File: src/rtl/add_seq_ctrl.sv
// Byte-serial adder controller: one shared 8-bit adder walks the operands one
// slice per clock, rippling the carry through a register between slices.
module add_seq_ctrl #(
    parameter int NBYTES = 4
) (
    input  logic                  clk,
    input  logic                  rst,
    input  logic                  start,
    input  logic [8*NBYTES-1:0]   x,
    input  logic [8*NBYTES-1:0]   y,
    input  logic                  cin,
    output logic                  busy,
    output logic                  done,
    output logic [8*NBYTES-1:0]   z,
    output logic                  cout,
    output logic [1:0]            dbg_state
);

    localparam int W  = 8 * NBYTES;
    localparam int KW = (NBYTES > 1) ? $clog2(NBYTES) : 1;
    localparam logic [KW-1:0] KLAST = KW'(NBYTES - 1);

    typedef enum logic [1:0] {
        IDLE = 2'd0,
        ADD  = 2'd1,
        DONE = 2'd2
    } state_t;

    state_t          state;
    logic [W-1:0]    x_lat;
    logic [W-1:0]    y_lat;
    logic [KW-1:0]   k;
    logic            carry;
    logic [7:0]      xs;
    logic [7:0]      ys;
    logic [8:0]      sum;

    assign dbg_state = state;

    // Slice select feeding the single shared 8-bit adder.
    always_comb begin
        xs = '0;
        ys = '0;
        for (int i = 0; i < NBYTES; i++) begin
            if (k == KW'(i)) begin
                xs = x_lat[8*i +: 8];
                ys = y_lat[8*i +: 8];
            end
        end
        sum = {1'b0, xs} + {1'b0, ys} + {8'd0, carry};
    end

    always_ff @(posedge clk or posedge rst) begin
        if (rst) begin
            state <= IDLE;
            x_lat <= '0;
            y_lat <= '0;
            k     <= '0;
            carry <= 1'b0;
            busy  <= 1'b0;
            done  <= 1'b0;
            z     <= '0;
            cout  <= 1'b0;
        end else begin
            case (state)
                IDLE: begin
                    if (start) begin
                        x_lat <= x;
                        y_lat <= y;
                        carry <= cin;
                        z     <= '0;
                        cout  <= 1'b0;
                        k     <= '0;
                        busy  <= 1'b1;
                        state <= ADD;
                    end
                end
                ADD: begin
                    for (int i = 0; i < NBYTES; i++) begin
                        if (k == KW'(i)) begin
                            z[8*i +: 8] <= sum[7:0];
                        end
                    end
                    carry <= sum[8];
                    if (k == KLAST) begin
                        cout  <= sum[8];
                        k     <= '0;
                        busy  <= 1'b0;
                        done  <= 1'b1;
                        state <= DONE;
                    end else begin
                        k <= k + 1'b1;
                    end
                end
                DONE: begin
                    done  <= 1'b0;
                    state <= IDLE;
                end
                default: begin
                    busy  <= 1'b0;
                    done  <= 1'b0;
                    state <= IDLE;
                end
            endcase
        end
    end

endmodule
File: config.mk
export PLATFORM = sky130hd
export DESIGN_NAME = add_seq_ctrl
export DESIGN_NICKNAME = d
export VERILOG_FILES = /design/src/rtl/add_seq_ctrl.sv
export SDC_FILE = /design/constraint.sdc
export NUM_CORES = 1
export LEC_CHECK = 0
export CAP_MARGIN = 20
export CORE_MARGIN = 2
export CORE_UTILIZATION = 30
export DETAILED_ROUTE_END_ITERATION = 12
export PLACE_DENSITY_LB_ADDON = 0.2
export SLEW_MARGIN = 20
export SYNTH_ARGS = -nofsm -noshare
export SYNTH_HDL_FRONTEND = slang
export SYNTH_SLANG_ARGS = --single-unit
File: constraint.sdc
create_clock -name clk -period 3.2 [get_ports clk]
set_input_delay 0.32 -clock clk [delete_from_list [all_inputs] [get_ports clk]]
set_output_delay 0.32 -clock clk [all_outputs]
set_load 0.02 [all_outputs]
==> results of run 1 <==
==> sequential cells by signal, summed over array words and instances, names as in the netlist <==
signal     count
k              2
carry          1
done           1
z             32
y_lat         32
dbg_state      2
busy           1
cout           1
x_lat         32
==> metrics by stage <==
stage	utilization	std cells
floorplan	-	444
global placement	0.390	770
detailed placement	0.390	770
CTS	0.408	786
global route	0.412	786
finish	0.412	786
==> worst max-delay path: stages, from the launching register on <==
cell	delay (ns)
dfrtp_1	0.44
inv_2	0.14
ha_4	0.19
buf_4	0.18
buf_4	0.15
nand3b_1	0.07
a21oi_1	0.18
a21oi_1	0.06
o21ai_1	0.16
ha_1	0.30
buf_4	0.17
nor2b_1	0.14
nand3_1	0.10
o311ai_1	0.10
a311oi_1	0.29
buf_4	0.18
o21ai_0	0.06
==> final cells by class <==
type / count / area [sq um] / share of cell area
tap: 220 / 275 / 0.0409
timing repair buffer: 134 / 1290 / 0.192
clock buffer: 12 / 236 / 0.0351
inverter: 8 / 32.5 / 0.00483
multi-input combinational: 304 / 2240 / 0.333
sequential: 104 / 2600 / 0.387
clock inverter: 4 / 53.8 / 0.00799
==> where the power goes <==
| part | switching (mW) | total [mW] | internal (mW) |
|---|---|---|---|
| Combinational | 2.35 | 4.64 | 2.29 |
| Sequential | 0.392 | 2.35 | 1.96 |
| Clock | 0.479 | 1.09 | 0.610 |
==> Yosys cell counts, types with 3 or more instances <==
cell type  instances
o31ai_1            7
ha_1              11
dfrtp_1          104
nor2b_1            3
nand2_1           73
nor2_1            11
mux2_2            71
nand3b_1          16
a21o_1             5
buf_6              7
inv_1              8
o21ai_0           27
clkbuf_1          18
o21a_1             4
a21oi_1           41
mux2_1             4
==> metal layers <==
metal / global-route usage / vias up / part of all wire
met1: 0.189 / 1747 / 0.47
met3: 0.0360 / 9 / 0.048
met5: 0 / - / 0
li1: - / 1783 / -
met4: 0.0430 / 0 / 0.012
met2: 0.240 / 91 / 0.47
==> cell families after synthesis <==
kind of cell | after synthesis | share of synthesized area
AND/OR/NAND/NOR | 115 | 0.110
buffers and inverters | 36 | 0.0388
AO/OA/AOI/OAI | 97 | 0.114
adder cells (fa/ha/maj) | 13 | 0.0358
flip-flops | 104 | 0.524
XOR/XNOR | 3 | 0.00529
multiplexers | 76 | 0.172
==> repair_timing <==
action	4_1_cts	5_1_grt
setup endpoints to repair	7	22
resized for setup	2	20
pin swaps	1	2
==> how the worst min path moves through the flow <==
stage,to,slack (ns),depth (start not counted)
6_report,y_lat[26]$_DFFE_PP0P_,0.48,2
5_1_grt,z[5]$_DFFE_PP0P_,0.50,2
4_1_cts,z[20]$_DFFE_PP0P_,0.49,2
3_5_place_dp,z[20]$_DFFE_PP0P_,0.47,2
3_3_place_gp,z[23]$_DFFE_PP0P_,0.46,2
2_1_floorplan,x_lat[23]$_DFFE_PP0P_,0.45,1
==> impl_metrics.py, run 1 <==
metrics = {
    "routing": {
        "drc": 0,
        "drtAntennaViolNets": 0,
        "initial_detailed_routing_violation_count": 163,
        "vias_per_cell": 4.62,
        "count_of_tritonroute_iterations_in_the_first_routing_pass": 4,
        "wire_per_inst_um": 15.7,
        "wirelength_um": 12300,
        "vias": 3630,
    },
    "timing": {
        "drv_slew": 0,
        "setup_tns_ns": 0,
        "slew_headroom": 0.443,
        "layout_worst_path_cycle_share": 0.957,
        "fmax_ghz": 0.326,
        "hold-worst-slack_ns": 0.478,
        "finalClockSkew_ns": 0.00743,
        "worst-slew-pin-transition_ns": 0.835,
        "timing.final.hold_violations": 0,
        "finalWorstSetupSlack_ns": 0.136,
        "finalSetupViolCount": 0,
        "finalCriticalPeriod_ns": 3.06,
    },
    "place": {
        "place.port_buffers": 104,
        "place_hpwl_um": 9370,
        "placement.setup.worst_slack_ns": -0.0389,
        "placed_cell_area_sq_mm": 0.00637,
        "gp_congestion": 0.767,
    },
    "clocking": {
        "clk_path_buf_depth": 2,
        "cts.hold.buffers_added": 0,
        "cts.root.buffer_cell": "clkbuf_16",
        "h_tree_levels": 3,
        "clock_tree_from_tritoncts": "built",
        "clkSlewWorstSetupHoldPaths_ns": 0.07,
        "post_cts_buffers": 0,
        "worst_skew_pair.late_latency_ns": 0.35,
        "cts_made_buffers": 9,
        "tritoncts_num_sinks": 104,
    },
    "final_layout": {
        "final_cell_area_sq_mm": 0.00673,
        "most_frequent_cells_in_the_layout": "104 x dfrtp_1, 104 x clkdlybuf4s50_1, 73 x nand2_1",
        "number_of_nets_at_the_end_of_the_flow": 642,
        "layout-drive-gt1-share": 0.235,
        "final.fill_count": 1636,
        "antenna-diode-count": 0,
        "flow.area_growth_from_synthesis_pct": 35.6,
    },
    "die": {
        "die_x_um": 133,
        "die_area_sq_mm": 0.0176,
        "core_sq_mm": 0.0163,
        "floorplan.initialDensity": 0.304,
        "number_of_top_level_design_ports": 105,
        "core.rowCount": 47,
        "die_h_um": 133,
    },
    "synth": {
        "post_synthesis_cells": 444,
        "synth_enable_flop_cells": 0,
        "syn_area_sq_mm": 0.00496,
        "yosys-top-cells-area": "dfrtp_1 52%, mux2_2 16%, nand2_1 5.5%, a21oi_1 4.1%, ha_1 2.8%",
        "seq_total_area_yosys": 0.524,
        "synthesis.area_per_instance_sq_um": 11.2,
        "async_set_reset_flop_share_out_of_synthesis": 1.00,
        "synth_cell_type_count": 43,
        "postSynth.topFlopCell": "dfrtp_1",
        "synth_largest_type_area_fraction": 0.524,
        "synth_seq_cells": 104,
        "post_synth_top_area_cell": "dfrtp_1",
        "yosysWarningCount": 0,
        "syn-num-nets": 525,
    },
    "setup_path": {
        "ff2ff_path_depth": 16,
        "crit_path_end_kind": "flip-flop",
        "reg2reg_to": "z[5]$_DFFE_PP0P_",
        "crit_fanout": 8,
        "crit_type": "reg2reg",
        "critical_path.startpoint": "k[0]$_DFFE_PP0P_",
        "critical_register_to_register_path_startpoint": "k[0]$_DFFE_PP0P_",
        "setup.reg_to_reg.worst_slack_ns": 0.14,
        "worstPathRequired_ns": 3.42,
        "endpoint": "z[5]$_DFFE_PP0P_",
        "data_arrival_time_of_the_critical_path_ns": 3.29,
        "setup.worst_path.start_class": "flip-flop",
    },
    "power_and_ir_drop": {
        "power_density_mw_per_mm2": 1200,
        "total_power_mw": 8.08,
        "worst_ir_drop_vdd_mv": 0.435,
        "power.leakage_nw": 2.81,
    },
    "flow_run": {
        "cap_violations": 0,
    },
    "global_routing": {
        "antenna_found_initial": 0,
        "grt_max_degree": 66,
        "groute.usage.overall": 0.145,
        "grt_pass1_wl_um": 19900,
        "grt_remaining_overflow": 0,
        "via_count_of_the_first_global_routing_pass": 3752,
    },
    "min_path": {
        "min-delay-path-class": "in2async",
    },
    "outcome": {
        "status": "completed",
    },
}
(Power assumes the default switching activity.)
==> run 2: changes to the inputs <==
--- a/config.mk
+++ b/config.mk
@@ -5,6 +5,7 @@
 export SDC_FILE = /design/constraint.sdc
 export NUM_CORES = 1
 export LEC_CHECK = 0
+export ABC_AREA = 1
 export CAP_MARGIN = 20
 export CORE_MARGIN = 2
 export CORE_UTILIZATION = 30
==> run 2 against run 1 <==
  * Sequential share of layout area grew 1.4 points
  * Die area grew 0.17%
  * Utilization shrank 1.6 points
  * First-iteration DRC count grew 42%
  * Register-to-register slack gained 0.17 ns
  * Synthesized area grew 0.18%
  * Design area shrank 3.4%
  * Clock-buffer cell count shrank 1
  * Combinational power shrank 12%
  * Largest power group unchanged
  * Highest routed layer unchanged
==> impl_metrics.py, run 2 <==
metrics = {
    "synth": {
        "synth_compound_gate_area_share": 0.111,
        "post_synth_most_frequent_cells": "280 x nand2_1, 104 x dfrtp_1, 46 x o21ai_0, 37 x inv_1, 24 x a21oi_1",
        "syn-num-nets": 683,
        "synth_cell_type_count": 29,
        "yosysWarningCount": 0,
        "synth-simple-area-share": 0.262,
        "synth_seq_cells": 104,
        "synth_xor_xnor_area_share": 0,
        "postSynth.topFlopCell": "dfrtp_1",
        "dominant_combinational_cell_family_by_area_after_synthesis": "simple AND/OR/NAND/NOR gates",
        "async_set_reset_flop_share_out_of_synthesis": 1.00,
        "post_synthesis_cells": 602,
        "synth_enable_flop_cells": 0,
        "syn_area_sq_mm": 0.00497,
        "seq_total_area_yosys": 0.523,
        "synthesis.area_per_instance_sq_um": 8.26,
        "synth.area.mux_share": 0,
        "synth.most_common_cell": "nand2_1",
        "yosys-top-cells-area": "dfrtp_1 52%, nand2_1 21%, o21ai_0 4.6%, inv_1 2.8%, ha_1 2.8%",
        "post_synth_top_area_cell": "dfrtp_1",
        "synth-adder-area-share": 0.0357,
        "synth_largest_type_area_fraction": 0.523,
    },
    "min_path": {
        "min-delay-path-class": "in2async",
    },
    "timing": {
        "worst-slew-pin-transition_ns": 0.525,
        "drv_slew": 0,
        "hold-worst-slack_ns": 0.351,
        "finalClockSkew_ns": 0.00961,
        "finalCriticalPeriod_ns": 2.90,
        "finalSetupViolCount": 0,
        "fmax_ghz": 0.345,
        "timing.final.hold_violations": 0,
        "layout_worst_path_cycle_share": 0.905,
        "slew_headroom": 0.650,
        "unrepaired_setup_endpoints_after_global_routing": "no",
        "setup_tns_ns": 0,
    },
    "power_and_ir_drop": {
        "power_density_mw_per_mm2": 1150,
        "power.leakage_nw": 3.17,
        "total_power_mw": 7.45,
        "worst_ir_drop_vdd_mv": 0.537,
    },
    "routing": {
        "drtAntennaViolNets": 0,
        "drc": 0,
        "wirelength_um": 13100,
        "wire_per_inst_um": 14.2,
        "vias": 4221,
        "initial_detailed_routing_violation_count": 231,
        "count_of_tritonroute_iterations_in_the_first_routing_pass": 5,
        "vias_per_cell": 4.56,
    },
    "clocking": {
        "clk_path_buf_depth": 2,
        "worst_skew_pair.late_latency_ns": 0.36,
        "cts_made_buffers": 9,
        "cts.hold.buffers_added": 0,
        "h_tree_levels": 3,
        "tritoncts_num_sinks": 104,
        "cts.root.buffer_cell": "clkbuf_16",
        "clkSlewWorstSetupHoldPaths_ns": 0.07,
        "clock_tree_from_tritoncts": "built",
    },
    "setup_path": {
        "ff2ff_path_depth": 14,
        "setup.worst_path.start_class": "flip-flop",
        "path_delay_family": "simple AND/OR/NAND/NOR gates",
        "reg2reg_to": "z[28]$_DFFE_PP0P_",
        "worstPathRequired_ns": 3.43,
        "critical_path.max_stage_delay_ns": 0.42,
        "crit_type": "reg2reg",
        "path_depth": 14,
        "worstPathCellList": "inv_1, ha_1, inv_1, nor2_4, inv_1, o21ai_0, o211ai_1, o21ai_0, ha_1, or2_2, a21oi_1, nor2_1, nand2_1, o21ai_0",
        "endpoint": "z[28]$_DFFE_PP0P_",
        "data_arrival_time_of_the_critical_path_ns": 3.13,
        "setup.reg_to_reg.worst_slack_ns": 0.30,
        "critical_register_to_register_path_startpoint": "k[0]$_DFFE_PP0P_",
        "path_buf_inv": 3,
        "crit_path_end_kind": "flip-flop",
        "crit_fanout": 8,
        "critical_path.startpoint": "k[0]$_DFFE_PP0P_",
        "critPathSlowestCell": "dfrtp_1",
    },
    "place": {
        "place.port_buffers": 104,
        "placed_cells": 909,
        "gp_congestion": 0.773,
        "place_hpwl_um": 9630,
    },
    "global_routing": {
        "grt_max_degree": 67,
        "grt_pass1_wl_um": 21700,
        "grt_remaining_overflow": 0,
        "antenna_found_initial": 0,
        "groute.usage.overall": 0.156,
        "via_count_of_the_first_global_routing_pass": 4234,
    },
    "die": {
        "floorplan.initialDensity": 0.303,
        "number_of_top_level_design_ports": 105,
        "die_h_um": 133,
        "core.rowCount": 47,
        "core_sq_mm": 0.0164,
        "die_x_um": 133,
        "die_area_sq_mm": 0.0176,
    },
    "flow_run": {
        "cap_violations": 0,
    },
    "final_layout": {
        "number_of_nets_at_the_end_of_the_flow": 783,
        "layout-drive-gt1-share": 0.0609,
        "mostFrequentLayoutCell": "nand2_1",
        "reg_top3": "x_lat x32, y_lat x32, z x32",
        "final_cells": 926,
        "flow.area_growth_from_synthesis_pct": 30.7,
        "most_frequent_cells_in_the_layout": "280 x nand2_1, 104 x dfrtp_1, 104 x clkdlybuf4s50_1",
        "antenna-diode-count": 0,
    },
    "outcome": {
        "status": "completed",
    },
}
run 2: cell count changes after synthesis, sizes merged, moves of 16 or more:
cell    delta
inv       +37
a21oi     -17
o21ai     +36
nand2    +209
mux2      -75
clkbuf    -16
run 2: cells by family (layout without fill, tap and decap cells):
logic type | after synthesis | count (layout)
simple gates | 319 | 319
fa+ha+maj | 13 | 13
flops | 104 | 104
compound gates | 98 | 98
buf+inv | 68 | 172
run 2: how the worst min path moves through the flow:
stage,from,end,slack (ns),cells past startpoint
2_1_floorplan,x[10],x_lat[10]$_DFFE_PP0P_,0.43,2
3_3_place_gp,z[0]$_DFFE_PP0P_,z[0]$_DFFE_PP0P_,0.46,2
3_5_place_dp,z[1]$_DFFE_PP0P_,z[1]$_DFFE_PP0P_,0.46,2
4_1_cts,rst,z[25]$_DFFE_PP0P_,0.38,2
5_1_grt,rst,z[25]$_DFFE_PP0P_,0.41,2
6_report,rst,z[25]$_DFFE_PP0P_,0.35,2
run 2: where the power goes:
| part | internal (mW) | switching (mW) |
|---|---|---|
| logic | 1.48 | 2.60 |
| clock network | 0.607 | 0.492 |
| registers | 1.92 | 0.352 |
| total | 4.00 | 3.44 |
run 2: final cells by class:
cell class	instances	area (sq um)
repair buffers	112	1130
clock buffers	11	233
inverters	45	176
flip-flops and latches	104	2600
multi-input cells	430	2030
clock inverters	4	55.1
well taps	220	275
fillers	1635	9910
run 2: routing by layer:
metal / GRT usage / up-vias / share of wire
li1: - / 2114 / -
met1: 0.222 / 1961 / 0.48
met2: 0.234 / 123 / 0.44
met3: 0.0295 / 23 / 0.055
met4: 0.0657 / 0 / 0.024
met5: 0 / - / 0
run 2: repair_timing:
| item | CTS | global route |
|---|---|---|
| setup buffers | 0 | 2 |
| gates resized for setup | 0 | 3 |
| hold endpoints to repair | 0 | 0 |
| setup endpoints to repair | 0 | 21 |
run 2: worst register-to-register path, cell delays in order, from the launching register on:
cell and delay, ns:
dfrtp_1 0.42, inv_1 0.10, ha_1 0.15, inv_1 0.10
nor2_4 0.17, inv_1 0.14, o21ai_0 0.18, o211ai_1 0.12
o21ai_0 0.19, ha_1 0.34, or2_2 0.33, a21oi_1 0.15
nor2_1 0.05, nand2_1 0.22, o21ai_0 0.12
run 2: stage by stage:
step | instance area (sq um) | util | worst slack, ns
2_1_floorplan | 4970 | - | 0.148
3_3_place_gp | 6190 | 0.378 | 0.275
3_5_place_dp | 6190 | 0.378 | 0.194
4_1_cts | 6480 | 0.395 | 0.183
5_1_grt | 6500 | 0.396 | 0.0368
6_report | 6500 | 0.396 | 0.303
==> run 3: changes to the inputs <==
--- a/config.mk
+++ b/config.mk
@@ -11,6 +11,7 @@
 export CORE_UTILIZATION = 30
 export DETAILED_ROUTE_END_ITERATION = 12
 export PLACE_DENSITY_LB_ADDON = 0.2
+export REMOVE_ABC_BUFFERS = 1
 export SLEW_MARGIN = 20
 export SYNTH_ARGS = -nofsm -noshare
 export SYNTH_HDL_FRONTEND = slang
==> run 3 against run 2 <==
  * Clock-buffer cell count increased by 2
  * Sequential power down 2%
  * Flip-flop and latch count did not move
  * Critical path type unchanged
==> impl_metrics.py, run 3 (synthesis gave the netlist of run 2 again) <==
metrics = {
    "power_and_ir_drop": {
        "worst_ir_drop_vdd_mv": 0.442,
        "internal_power_mw": 3.95,
        "seqPwrFrac": 0.304,
        "pwr-share-clk": 0.141,
        "power.switching_fraction": 0.462,
        "switching_power_mw": 3.39,
        "power.leakage_nw": 3.16,
        "power_density_mw_per_mm2": 1130,
        "power_frac_comb": 0.555,
    },
    "final_layout": {
        "antenna-diode-count": 0,
        "flow.area_growth_from_synthesis_pct": 30.3,
        "number_of_nets_at_the_end_of_the_flow": 783,
        "most_frequent_cells_in_the_layout": "280 x nand2_1, 104 x dfrtp_1, 104 x clkdlybuf4s50_1",
        "reg_top3": "x_lat x32, y_lat x32, z x32",
        "final_cell_area_sq_mm": 0.00648,
        "layout-drive-gt1-share": 0.0623,
        "mostFrequentLayoutCell": "nand2_1",
    },
    "place": {
        "place.port_buffers": 104,
        "placed_cell_area_sq_mm": 0.00618,
        "place_hpwl_um": 9150,
        "gp_congestion": 0.854,
    },
    "routing": {
        "wire_per_inst_um": 13.6,
        "vias": 4132,
        "count_of_tritonroute_iterations_in_the_first_routing_pass": 4,
        "initial_detailed_routing_violation_count": 305,
        "drtAntennaViolNets": 0,
        "vias_per_cell": 4.46,
        "wirelength_um": 12600,
        "drc": 0,
    },
    "global_routing": {
        "grt_max_degree": 82,
        "global_route.usage.met1": 0.219,
        "grt.met2_usage": 0.231,
        "grt_remaining_overflow": 0,
        "groute.usage.overall": 0.152,
        "via_count_of_the_first_global_routing_pass": 4180,
        "busiest_layer": "met2",
        "antenna_found_initial": 0,
        "grt_use_met3": 0.0398,
        "grt_pass1_wl_um": 21400,
    },
    "timing": {
        "layout_worst_path_cycle_share": 0.900,
        "fmax_ghz": 0.347,
        "drv_slew": 0,
        "finalSetupViolCount": 0,
        "slew_headroom": 0.494,
        "setup_tns_ns": 0,
        "finalClockSkew_ns": 0.00562,
        "hold-worst-slack_ns": 0.457,
        "worst-slew-pin-transition_ns": 0.759,
        "timing.final.hold_violations": 0,
        "unrepaired_setup_endpoints_after_global_routing": "no",
        "finalCriticalPeriod_ns": 2.88,
    },
    "setup_path": {
        "critical_register_to_register_path_startpoint": "k[0]$_DFFE_PP0P_",
        "critical_path.max_stage_delay_ns": 0.46,
        "crit_fanout": 15,
        "path_delay_family": "compound AO/OA/AOI/OAI gates",
        "data_arrival_time_of_the_critical_path_ns": 3.17,
        "path_buf_inv": 2,
        "critPathSlowestCell": "o21ai_0",
        "setup.worst_path.start_class": "flip-flop",
        "ff2ff_path_depth": 10,
        "worstPathCellList": "inv_1, ha_1, inv_1, o21ai_0, o21ai_0, fa_1, o21ai_0, a21oi_1, nand2_1, nand2_1",
        "crit_path_end_kind": "flip-flop",
        "worstPathRequired_ns": 3.49,
        "critical_path.startpoint": "k[0]$_DFFE_PP0P_",
        "cpMostUsedCell": "o21ai_0",
        "path_depth": 10,
        "crit_type": "reg2reg",
    },
    "die": {
        "floorplan.initialDensity": 0.303,
        "die_area_sq_mm": 0.0176,
        "core_sq_mm": 0.0164,
        "die_x_um": 133,
        "number_of_top_level_design_ports": 105,
        "core.rowCount": 47,
        "die_h_um": 133,
    },
    "clocking": {
        "h_tree_levels": 3,
        "cts.root.buffer_cell": "clkbuf_16",
        "cts.hold.buffers_added": 0,
        "clk_path_buf_depth": 2,
        "worst_skew_pair.late_latency_ns": 0.35,
        "cts_made_buffers": 9,
        "clock_tree_from_tritoncts": "built",
        "clkSlewWorstSetupHoldPaths_ns": 0.07,
        "tritoncts_num_sinks": 104,
    },
    "min_path": {
        "min-delay-path-class": "in2async",
    },
    "outcome": {
        "status": "completed",
    },
    "flow_run": {
        "cap_violations": 0,
    },
}
run 3: changes by cell type in the layout (fill, tap and decap cells not counted), sizes merged:
cell and delta:
bufinv -1, clkbuf +2, clkinvlp -1
run 3: routing by layer:
metal / wire length (um) / vias up
met1: 6240 / 1887
li1: - / 2105
met3: 701 / 9
met5: 0 / -
met2: 5560 / 131
met4: 136 / 0
run 3: worst paths after layout:
path / endpoint / slack (ns)
worst max-delay path: z[18]$_DFFE_PP0P_ / 0.32
worst min-delay path: done$_DFFE_PP0P_ / 0.46
worst max register to register: z[18]$_DFFE_PP0P_ / 0.32
worst min register to register: z[8]$_DFFE_PP0P_ / 0.47
max in group asynchronous: x_lat[27]$_DFFE_PP0P_ / 2.05
min in group clk: z[8]$_DFFE_PP0P_ / 0.47
run 3: stage by stage:
step / instances / utilization / total power, mW / worst slack (ns)
finish: 926 / 0.395 / 7.34 / 0.320
global route: 926 / 0.395 / 8.06 / 0.0122
CTS: 924 / 0.394 / 7.37 / 0.128
detailed placement: 909 / 0.377 / 6.30 / 0.145
global placement: 909 / 0.377 / 6.22 / 0.205
floorplan: 579 / - / 4.88 / 0.148
run 3: power by group through the flow:
| stage | clock network (mW) | logic [mW] | registers (mW) |
|---|---|---|---|
| after floorplan | 0 | 2.51 | 2.38 |
| after global placement | 0 | 3.97 | 2.25 |
| after detailed placement | 0 | 4.05 | 2.25 |
| after CTS | 1.07 | 4.07 | 2.23 |
| after global routing | 1.12 | 4.65 | 2.30 |
| final | 1.03 | 4.08 | 2.23 |
run 3: what timing repair did:
item / 4_1_cts / 5_1_grt
buffers inserted: 0 / 2
setup endpoints to repair: 0 / 14
resized for setup: 0 / 5
run 3: cell type report:
cell class,count,area (sq um)
fill,1671,9930
sequential,104,2600
multi-input combinational,430,2030
timing repair buffer,112,1120
tap,220,275
clock buffer,13,260
inverter,45,176
clock inverter,2,13.8
